File: src/rtl/clk_mon.sv
// Measures the period of a slow, asynchronous test clock in i_clk_50M cycles and
// reports each period, an in-range flag, a running measurement count and clock loss.
module clk_mon #(
    parameter int CNT_W   = 20,
    parameter int P_MIN   = 49950,
    parameter int P_MAX   = 50050,
    parameter int TIMEOUT = 100000
) (
    input  logic             i_clk_50M,
    input  logic             i_rst_n,
    input  logic             i_en,
    input  logic             i_clk_test,
    output logic [CNT_W-1:0] o_period,
    output logic             o_valid,
    output logic             o_in_range,
    output logic             o_lost,
    output logic [15:0]      o_meas_cnt,
    output logic [1:0]       o_state
);

    typedef enum logic [1:0] {
        IDLE = 2'd0,
        ARM  = 2'd1,
        MEAS = 2'd2,
        LOST = 2'd3
    } state_t;

    // Limits are compared in 32 bits so CNT_W may be anything up to 32.
    localparam logic [31:0] P_MIN_U   = 32'(P_MIN);
    localparam logic [31:0] P_MAX_U   = 32'(P_MAX);
    localparam logic [31:0] TIMEOUT_U = 32'(TIMEOUT);
    localparam logic [CNT_W-1:0] CNT_ONE = CNT_W'(1);
    localparam logic [CNT_W-1:0] CNT_MAX = '1;

    state_t            state;
    logic [CNT_W-1:0]  cnt;
    logic [31:0]       cnt_ext;
    logic              sync1, sync2, sync3;
    logic              test_rise;
    logic              in_rng;

    assign test_rise = sync2 & ~sync3;
    assign cnt_ext   = 32'(cnt);
    assign in_rng    = (cnt_ext >= P_MIN_U) && (cnt_ext <= P_MAX_U);
    assign o_state   = state;

    always_ff @(posedge i_clk_50M or negedge i_rst_n) begin
        if (!i_rst_n) begin
            state      <= IDLE;
            sync1      <= 1'b0;
            sync2      <= 1'b0;
            sync3      <= 1'b0;
            cnt        <= '0;
            o_period   <= '0;
            o_valid    <= 1'b0;
            o_in_range <= 1'b0;
            o_lost     <= 1'b0;
            o_meas_cnt <= '0;
        end else begin
            sync1   <= i_clk_test;
            sync2   <= sync1;
            sync3   <= sync2;
            o_valid <= 1'b0;
            // Disable overrides everything, including an edge in the same cycle.
            if (!i_en) begin
                state  <= IDLE;
                cnt    <= '0;
                o_lost <= 1'b0;
            end else begin
                case (state)
                    IDLE: begin
                        cnt   <= '0;
                        state <= ARM;
                    end
                    ARM: begin
                        if (test_rise) begin
                            cnt   <= CNT_ONE;
                            state <= MEAS;
                        end
                    end
                    MEAS: begin
                        if (test_rise) begin
                            o_period   <= cnt;
                            o_valid    <= 1'b1;
                            o_in_range <= in_rng;
                            o_meas_cnt <= o_meas_cnt + 16'd1;
                            cnt        <= CNT_ONE;
                        end else if (cnt_ext >= TIMEOUT_U) begin
                            state  <= LOST;
                            o_lost <= 1'b1;
                        end else if (cnt != CNT_MAX) begin
                            cnt <= cnt + CNT_ONE;
                        end
                    end
                    LOST: begin
                        // Restart timing; the next full period yields the first strobe.
                        if (test_rise) begin
                            o_lost <= 1'b0;
                            cnt    <= CNT_ONE;
                            state  <= MEAS;
                        end
                    end
                    default: state <= IDLE;
                endcase
            end
        end
    end

endmodule

File: config.mk
export PLATFORM = sky130hd
export DESIGN_NAME = clk_mon
export DESIGN_NICKNAME = d
export VERILOG_FILES = /design/src/rtl/clk_mon.sv
export SDC_FILE = /design/constraint.sdc
export NUM_CORES = 1
export LEC_CHECK = 0
export CAP_MARGIN = 15
export CORE_ASPECT_RATIO = 0.7
export CORE_MARGIN = 2
export CORE_UTILIZATION = 32
export CTS_CLUSTER_SIZE = 40
export DETAILED_ROUTE_END_ITERATION = 6
export GPL_ROUTABILITY_DRIVEN = 0
export SETUP_SLACK_MARGIN = 0.5
export SYNTH_ARGS = -nofsm -noshare
export SYNTH_HDL_FRONTEND = slang
export SYNTH_SLANG_ARGS = --single-unit
File: constraint.sdc
create_clock -name i_clk_50M -period 2.7 [get_ports i_clk_50M]
set_clock_uncertainty 0.2 [all_clocks]
set_input_delay 0.675 -clock i_clk_50M [delete_from_list [all_inputs] [get_ports i_clk_50M]]
set_output_delay 0.675 -clock i_clk_50M [all_outputs]
set_load 0.02 [all_outputs]
**After elaboration in Yosys (flattened, before gate mapping)**

Cells that the tools add are included.

- Output and inout port bits: 41
- Input bits: 4
- Flip-flop bits (word level): 64
- Word-level logic and storage cells: 54

- $add $sub $neg: 2
- Bitwise operators: 2
- Equal/unequal tests: 11
- Magnitude comparators: 3
- Reduce and logical (&&, ||, !) cells: 7
- Mux-type cells: 19

Operators with widths:

| cell | count |
|---|---|
| $mux 20 | 5 |
| $pmux 20 s3 | 1 |
| $add 20x1->20 const B | 1 |
| $ge 20x16->1 const B | 1 |
| $ge 20x17->1 const B | 1 |
| $le 20x16->1 const B | 1 |
| $ne 20x20->1 const B | 1 |
| $add 16x1->16 const B | 1 |
| $ne 3x3->1 const B | 3 |
| $reduce_and 3->1 | 3 |
| $mux 2 | 4 |
| $ne 4x4->1 const B | 2 |
| $mux 1 | 7 |
| $pmux 2 s3 | 1 |
| $eq 2x2->1 const B | 2 |
| $reduce_and 4->1 | 1 |
| $ne 3x1->1 const B | 1 |
| $ne 3x2->1 const B | 1 |
| $eq 2x1->1 const B | 1 |
| $logic_not 2->1 | 1 |
| $pmux 1 s2 | 1 |
| $reduce_or 2->1 | 1 |
| $and 1x1->1 | 1 |
| $logic_and 1x1->1 | 1 |
| $not 1->1 | 1 |

**Longest topological paths before layout**

Gate-level depths: netlist (run 1).

- Depth in word-level cells: 6
- Depth in mapped cells: 7
- Depth with buffers taken out: 6

**Worst setup path before layout (run 1)**

No wires, ideal clock.

- Path type: in2reg
- Start: input i_en
- End: register o_period[18]
- Required time: 2.375 ns
- Buffers on the path: 2
- Setup time: 0.125 ns
- Data arrival time: 1.785 ns
- Path slack: 0.591 ns
- Stages: 5
- Cell sequence: nand3b_1 or2_2 clkbuf_1 buf_2 mux2_2

- Word-level cells in the longest chain between the ends: 1

Ends and longest elaborated chain:

| what | RTL line | text |
|---|---|---|
| start, declared | 11 | `input logic i_en,` |
| $reduce_and 3->1 (no source line) | - |  |
| end signal, assigned | 83 | `o_period <= cnt;` |
| end, declared | 13 | `output logic [CNT_W-1:0] o_period,` |

Every way passes these cells.
A chain may end at the register's enable or synchronous reset.

**Worst setup path in the final report (run 1)**

- Start: register cnt[13]
- End: register cnt[6]

- Word-level cells in the longest chain between the ends: 3
- Elaborated cells on any way between the ends: 5
- Those cells by class: 1 x order compare; 3 x eq/ne; 1 x reduce/logical

Ends and longest elaborated chain:

| what | RTL line | text |
|---|---|---|
| start, declared | 36 | `logic [CNT_W-1:0] cnt;` |
| start signal, assigned | 92 | `cnt <= cnt + CNT_ONE;` |
| $ge 20x17->1 / $ne 20x20->1 (equally long branches) | 88, 91 |  |
| $ne 4x4->1 (no source line) | - |  |
| $reduce_and 3->1 (no source line) * | - |  |

Mark *: on every way between the ends. The rest lies on a longest branch, timed or not.

==> results.cfg, run 1 <==
[outcome]
run_status = finished clean

[global_route]
grt_pass1_vias = 2223
antenna_found_initial = 0
grt_max_degree = 52
globalRouteOverflowTotal = 0
grt_pass1_wl_um = 12100
grtUsageTotal_pct = 15.4

[clocking]
clk_latency_ps = 330
cts_buffers = 9
cts_sinks = 64
htreeDepth = 3
cts_hold_buf = 0
clkSlewWorstSetupHoldPaths_ps = 50
clockRootBuffer = clkbuf_16
cts_buffer_depth = 2
cts_tree = built

[worst_setup_path]
cpPeakStageDelay_ps = 440
regToRegSetupSlack_ps = 480
endpoint_kind = flop
cp_max_fo = 7
worstPathRequired_ps = 2710
worstPathCellList = or3_4, o31ai_4, buf_6, nand2_2, o211a_1, a211o_1
start_kind = flop
rr_endpoint = cnt[6]
rr_worst_depth = 6
cp_slowest_cell = dfrtp_2
path_class = flop to flop
critPathArrivalTime_ps = 2230
reg2reg_from = cnt[13]

[routing]
vias_per_cell = 5.13
routed_wl_um = 7700
wl_per_cell_um = 16.0
dr.pass1.iters = 4
drc = 0
via_count = 2462
dr.first_iter.drc_count = 165
ant_nets = 0

[final_layout]
final_nets = 358
diodes = 0
layout-drive-gt1-share_pct = 26.7
area_growth_pct = 38.7

[synthesis]
synth_top_area_share_pct = 52.6
synth_seq_cells = 64
synth_warnings = 0
syn_nets = 290
synth_edf_count = 0
synthDistinctLibCells = 52
synthCells = 283
avgSynthCellArea_um2 = 10.8
synthTopCellsByArea = dfrtp_1, mux2_2, xnor2_1, nand3_1, nand2_1
ys.flop_type = dfrtp_1
async_flop_share_pct = 100
syn-cell-area_mm2 = 0.00305
synth_area_leader_cell = dfrtp_1
ys_seq_area_share_pct = 52.6

[power]
p_per_area_mw_per_mm2 = 540
leakage_nw = 2.08
p_total_mw = 2.28
ir_drop_uv = 368

[sta]
max-slew-margin-rel_pct = 59.0
hold_viol = 0
clock.fmax_mhz = 451
tightestPinTransition_ps = 614
maxSlewViolCount = 0
rsz0062_at_grt = true
finalSetupViolCount = 0
tns_ps = 0
min_period_over_period_pct = 82.1
post-route-min-period_ps = 2220

[floorplan]
design.die.area_mm2 = 0.0103
pin_count = 45
die_x_um = 121
start_util_pct = 33.3
die_h_um = 85.6
core_mm2 = 0.00914
rows = 29

[flow_run]
maxCapViolations = 0

[placement]
port_buffers = 44
dpl.hpwl_um = 5230

[min_path]
hold_path_class = primary input to asynchronous set/reset pin
==> through the flow <==
step / cell area [um^2] / util (%) / instances / setup slack [ps] / hold WS [ps]
floorplan: 3050 / - / 283 / 591 / 131
global placement: 3700 / 40.5 / 453 / 114 / 132
detailed placement: 3700 / 40.5 / 453 / 94.9 / 141
CTS: 4030 / 44.0 / 471 / 506 / 49.1
global route: 4230 / 46.2 / 480 / 450 / 74.3
finish: 4230 / 46.2 / 480 / 482 / 41.8
==> registers in the layout, indices dropped and copies added, names as in the netlist, 2 cells and up <==
name,count
o_state,2
o_period,20
o_meas_cnt,16
cnt,20
==> cell type report <==
| class | count | area, um^2 |
|---|---|---|
| fill | 878 | 4920 |
| clock buffer | 11 | 253 |
| sequential | 64 | 1610 |
| tap | 124 | 155 |
| multi-input combinational | 200 | 1480 |
| timing repair buffer | 70 | 651 |
| clock inverter | 5 | 55.1 |
| inverter | 6 | 22.5 |
==> cell families after synthesis <==
family	count (synthesis)	share of synthesized area (%)
and+or+nand+nor	111	19.6
DFF	64	52.6
AOI/OAI and AO/OA	48	11.3
muxes	22	8.01
buffers and inverters	19	2.71
adders and majority gates	3	1.23
xor gates and xnor gates	16	4.60
==> placed cells by master (no fill, tap or decap), types with 9 or more instances in the layout <==
cell type / count
buf_4: 21
clkbuf_16: 9
clkdlybuf4s50_1: 18
dfrtp_1: 55
dfrtp_2: 9
dlygate4sd2_1: 17
mux2_2: 19
nand2_1: 25
nand3_1: 18
o21ai_0: 11
xnor2_1: 12
==> synth_stat cells, drive strengths merged (3+ instances only) <==
master	number
a21oi	8
a31oi	5
and2	3
and3	8
and4	3
buf	6
clkbuf	7
dfrtp	64
ha	3
inv	6
mux2	19
mux2i	3
nand2	26
nand2b	4
nand3	20
nand4	7
nor2	10
nor2b	5
nor3	7
nor4	5
o21ai	12
o22a	3
or3	5
or4	3
xnor2	12
xor2	4
==> report_power, final <==
part / switching, mW / total, mW / internal (mW) / leakage [nW]
registers: 0.0169 / 0.991 / 0.974 / 0.868
logic: 0.0692 / 0.112 / 0.0426 / 1.07
clock network: 0.419 / 1.18 / 0.760 / 0.148
==> metal layers <==
metal / GRT usage [%] / share of wire [%] / vias up
li1: - / - / 1178
met1: 24.7 / 51 / 1184
met2: 19.0 / 40 / 89
met3: 3.92 / 7.5 / 11
met4: 6.03 / 1.5 / 0
met5: 0 / 0 / -
==> critical path, delay by kind of cell, from the launching register on <==
family	cells	cell delay, ps
flip-flops	1	440
buffers and inverters	1	160
AO/OA/AOI/OAI	3	720
AND/OR/NAND/NOR	2	560
==> worst max path at each step <==
| stage | cells past startpoint | end | slack, ps | startpoint |
|---|---|---|---|---|
| 6_report | 6 | cnt[6] | 480 | cnt[13] |
| 5_1_grt | 6 | cnt[6] | 450 | cnt[13] |
| 4_1_cts | 5 | o_meas_cnt[1] | 510 | i_en |
| 3_5_place_dp | 6 | cnt[5] | 90 | i_en |
| 3_3_place_gp | 5 | cnt[8] | 110 | i_en |
| 2_1_floorplan | 5 | o_period[18] | 590 | i_en |
==> timing repair <==
item | 4_1_cts | 5_1_grt
resized for setup | 23 | 40
cloned | 0 | 1
pin swaps | 1 | 4
setup buffers | 2 | 8
endpoints found under the setup margin | 35 | 50
(Power assumes the default switching activity.)
==> inputs of run 2 (changes only) <==
==> constraint.sdc (replaced) <==
create_clock -name i_clk_50M -period 2 [get_ports i_clk_50M]
set_clock_uncertainty 0.2 [all_clocks]
set_input_delay 0.5 -clock i_clk_50M [delete_from_list [all_inputs] [get_ports i_clk_50M]]
set_output_delay 0.5 -clock i_clk_50M [all_outputs]
set_load 0.02 [all_outputs]
==> results.cfg, run 2 (synthesis gave the netlist of run 1 again) <==
[clocking]
cts_sinks = 64
cts_buffer_depth = 2
clk_latency_ps = 340
htreeDepth = 3
cts_buffers = 9
clockRootBuffer = clkbuf_16
clkSlewWorstSetupHoldPaths_ps = 50
cts_tree = built

[sta]
post-route-min-period_ps = 2060
finalSetupViolCount = 12
setup_ws_ps = -64.6
maxSlewViolCount = 0
whs_ps = 147
hold_viol = 0
clock.fmax_mhz = 484
min_period_over_period_pct = 103
rsz0062_at_grt = true
tightestPinTransition_ps = 431
max-slew-margin-rel_pct = 71.0

[worst_setup_path]
reg2reg_from = cnt[12]
critPathArrivalTime_ps = 2080
endpoint_kind = flop
path_class = flop to flop
cp_max_fo = 5
regToRegSetupSlack_ps = -60
start_kind = flop
rr_endpoint = cnt[10]
rr_worst_depth = 5
worstPathRequired_ps = 2020

[final_layout]
layout-drive-gt1-share_pct = 57.2
utilization_pct = 59.7
final_cell_mix = buf_4, buf_6, dfrtp_1
fillerInstances = 745
final_common_cell = buf_4
final_nets = 448
diodes = 0
fin_cells = 570
reg.largest.list = cnt: 20 flops, o_period: 20 flops, o_meas_cnt: 16 flops
area_growth_pct = 79.3
seq_area_mm2 = 0.00161
multi_input_area_mm2 = 0.00178

[min_path]
hold_path_class = flop to flop
worstHoldStart = sync1
min_path_cells = 0
min_to = sync2

[global_route]
antenna_found_initial = 0
globalRouteOverflowTotal = 0
grt_pass1_vias = 2777
grt_max_degree = 65
grtUsageTotal_pct = 18.2
grt_pass1_wl_um = 14300

[routing]
ant_nets = 0
drc = 0
dr.pass1.iters = 4
wl_per_cell_um = 16.3
via_count = 2849
routed_wl_um = 9310
vias_per_cell = 5.00
dr.first_iter.drc_count = 103

[placement]
placed_cells = 495
dpl.hpwl_um = 5760
port_buffers = 44

[power]
ir_drop_uv = 452
leakage_nw = 2.69
p_per_area_mw_per_mm2 = 607
p_total_mw = 3.31

[floorplan]
design.die.area_mm2 = 0.0103
core_mm2 = 0.00914
pin_count = 45
die_x_um = 121
start_util_pct = 33.3
die_h_um = 85.6
rows = 29

[flow_run]
maxCapViolations = 0

[outcome]
violations = setup timing
run_status = finished with violations
run 2: cell types whose count changed in the layout (fill, tap and decap cells not counted), moves of 7 or more:
cell and change:
buf_6 +65, mux2_4 +19, mux2_2 -19, buf_4 +60
nand3_1 -7, clkdlybuf4s50_1 -17, dlymetal6s2s_1 -8, dlygate4sd2_1 -16
run 2: worst max-delay path by stage:
stage / end / cells after the start / slack [ps] / startpoint
floorplan: cnt[8] / 5 / 5 / cnt[11]
global placement: cnt[12] / 7 / -440 / i_en
detailed placement: cnt[12] / 7 / -360 / i_en
CTS: cnt[4] / 6 / -100 / cnt[13]
global route: cnt[8] / 5 / -110 / cnt[13]
finish: cnt[10] / 5 / -60 / cnt[12]
run 2: what timing repair did:
item / in CTS / in global routing
setup buffers: 33 / 24
pin swaps: 46 / 30
resized for setup: 317 / 34
endpoints found under the setup margin: 101 / 101
endpoints found under the hold margin: 64 / 0
hold buffers: 1 / 0
gates cloned: 1 / 0
run 2: worst max-delay path, stage by stage, from the launching register on:
cell,delay (ps)
dfrtp_1,370
or3_4,420
buf_6,140
o41ai_4,440
o21ai_4,150
o22a_1,220
run 2: cell type report:
class,count,share of cell area (%)
repair buffers,160,28.4
flip-flops and latches,64,29.5
well taps,124,2.84
multi-input cells,200,32.6
clock buffers,11,4.63
inverters,6,0.641
clock inverters,5,1.44
run 2: power breakdown:
part	switching, mW	internal (mW)	total, mW
combinational	0.124	0.125	0.249
sequential	0.0258	1.32	1.34
clock	0.565	1.16	1.72
total	0.715	2.60	3.31
run 2: stage by stage:
stage	cell area, um^2	setup WS, ps	TNS [ps]
4_1_cts	5110	-96.2	-451
6_report	5460	-64.6	-428
3_5_place_dp	4150	-361	-16030
5_1_grt	5460	-114	-1280
2_1_floorplan	3210	5.01	0
3_3_place_gp	4150	-438	-16660
run 2: routing by layer:
metal  GRT usage [%]  wire (um)
met1            26.1       4440
met2            26.5       4270
met3            6.38        507
met4            4.44         85
met5               0          0
==> inputs of run 3 (changes only) <==
==> constraint.sdc (replaced) <==
create_clock -name i_clk_50M -period 2.6 [get_ports i_clk_50M]
set_clock_uncertainty 0.2 [all_clocks]
set_input_delay 0.65 -clock i_clk_50M [delete_from_list [all_inputs] [get_ports i_clk_50M]]
set_output_delay 0.65 -clock i_clk_50M [all_outputs]
set_load 0.02 [all_outputs]
==> results.cfg, run 3 (synthesis gave the netlist of run 1 again) <==
[clocking]
htreeDepth = 3
clockRootBuffer = clkbuf_16
cts_buffer_depth = 2
clkSlewWorstSetupHoldPaths_ps = 50
clk_latency_ps = 330
cts_hold_buf = 0
cts_tree = built
cts_buffers = 9
cts_sinks = 64

[routing]
via_count = 2596
ant_nets = 0
drc = 0
vias_per_cell = 5.21
dr.pass1.iters = 4
wl_per_cell_um = 16.5
dr.first_iter.drc_count = 252
routed_wl_um = 8210

[global_route]
grtUsageTotal_pct = 16.8
grt_pass1_vias = 2472
grt_pass1_wl_um = 13300
grt_max_degree = 65
antenna_found_initial = 0
globalRouteOverflowTotal = 0

[sta]
rsz0062_at_grt = true
post-route-min-period_ps = 2110
max-slew-margin-rel_pct = 63.1
min_period_over_period_pct = 81.3
hold_viol = 0
maxSlewViolCount = 0
clock.fmax_mhz = 473
finalSetupViolCount = 0
tightestPinTransition_ps = 549
tns_ps = 0

[power]
ir_drop_uv = 273
p_total_mw = 2.24
p_per_area_mw_per_mm2 = 510
leakage_nw = 2.17

[min_path]
hold_path_class = primary input to asynchronous set/reset pin

[worst_setup_path]
reg2reg_from = cnt[9]
critPathArrivalTime_ps = 2170
rr_worst_depth = 8
cp_max_fo = 5
rr_endpoint = cnt[4]
path_class = flop to flop
start_kind = flop
endpoint_kind = flop
regToRegSetupSlack_ps = 490
worstPathRequired_ps = 2650

[final_layout]
layout-drive-gt1-share_pct = 34.0
final_common_cell = dfrtp_1
reg.largest.list = cnt: 20 flops, o_period: 20 flops, o_meas_cnt: 16 flops
final_cell_mix = dfrtp_1, dlygate4sd2_1, buf_4
utilization_pct = 48.1
final_nets = 377
area_growth_pct = 44.4
final_area_mm2 = 0.00440
diodes = 0

[floorplan]
rows = 29
die_h_um = 85.6
start_util_pct = 33.3
die_x_um = 121
core_mm2 = 0.00914
pin_count = 45
design.die.area_mm2 = 0.0103

[placement]
dpl.hpwl_um = 5340
place_area_mm2 = 0.00375
port_buffers = 44

[outcome]
run_status = finished clean

[flow_run]
maxCapViolations = 0
-- run 3: cell types whose count changed in the layout (fill, tap and decap cells not counted), sizes merged, moves of 2 or more --
cell         change
buf            -112
bufinv           -2
clkbuf           +2
dlygate4sd2     +40
clkinv           -2
-- run 3: routing by layer --
metal	global-route usage (%)	routed length, um
met1	25.5	3970
met2	22.5	3480
met3	5.25	641
met4	5.71	118
met5	0	0
-- run 3: cell type report --
cell class | instances | area (um^2)
Clock buffer | 12 | 256
Timing Repair Buffer | 89 | 763
Multi-Input combinational cell | 200 | 1570
Sequential cell | 64 | 1620
Tap cell | 124 | 155
Clock inverter | 3 | 17.5
Fill cell | 840 | 4750
Inverter | 6 | 22.5
-- run 3: power by group --
part	internal, mW	switching (mW)
sequential	1.01	0.0172
clock	0.687	0.404
combinational	0.0476	0.0757
total	1.75	0.497
-- run 3: worst max-delay path by stage --
stage,from,to
after global placement,i_en,o_meas_cnt[6]
final,cnt[9],cnt[4]
after detailed placement,i_en,cnt[5]
after global routing,cnt[13],cnt[4]
after CTS,i_en,cnt[5]
after floorplan,i_en,o_period[18]
-- run 3: through the flow --
| step | hold WS (ps) | setup slack (ps) | std cells |
|---|---|---|---|
| global placement | 133 | 28.7 | 459 |
| floorplan | 131 | 516 | 283 |
| CTS | 139 | 464 | 486 |
| global route | 164 | 445 | 498 |
| detailed placement | 137 | 26.4 | 459 |
| finish | 130 | 485 | 498 |
-- run 3: critical path, stage by stage (launching register included) --
cell	delay, ps
dfrtp_2	440
buf_4	160
and3_4	180
o31ai_4	220
buf_6	170
buf_6	100
nand4_1	110
or3_1	370
o21ai_1	80
-- run 3: repair_timing --
item | in CTS | in global routing
setup buffers | 11 | 12
endpoints found under the setup margin | 82 | 52
resized for setup | 76 | 30
cloned | 1 | 0
pin swaps | 4 | 4
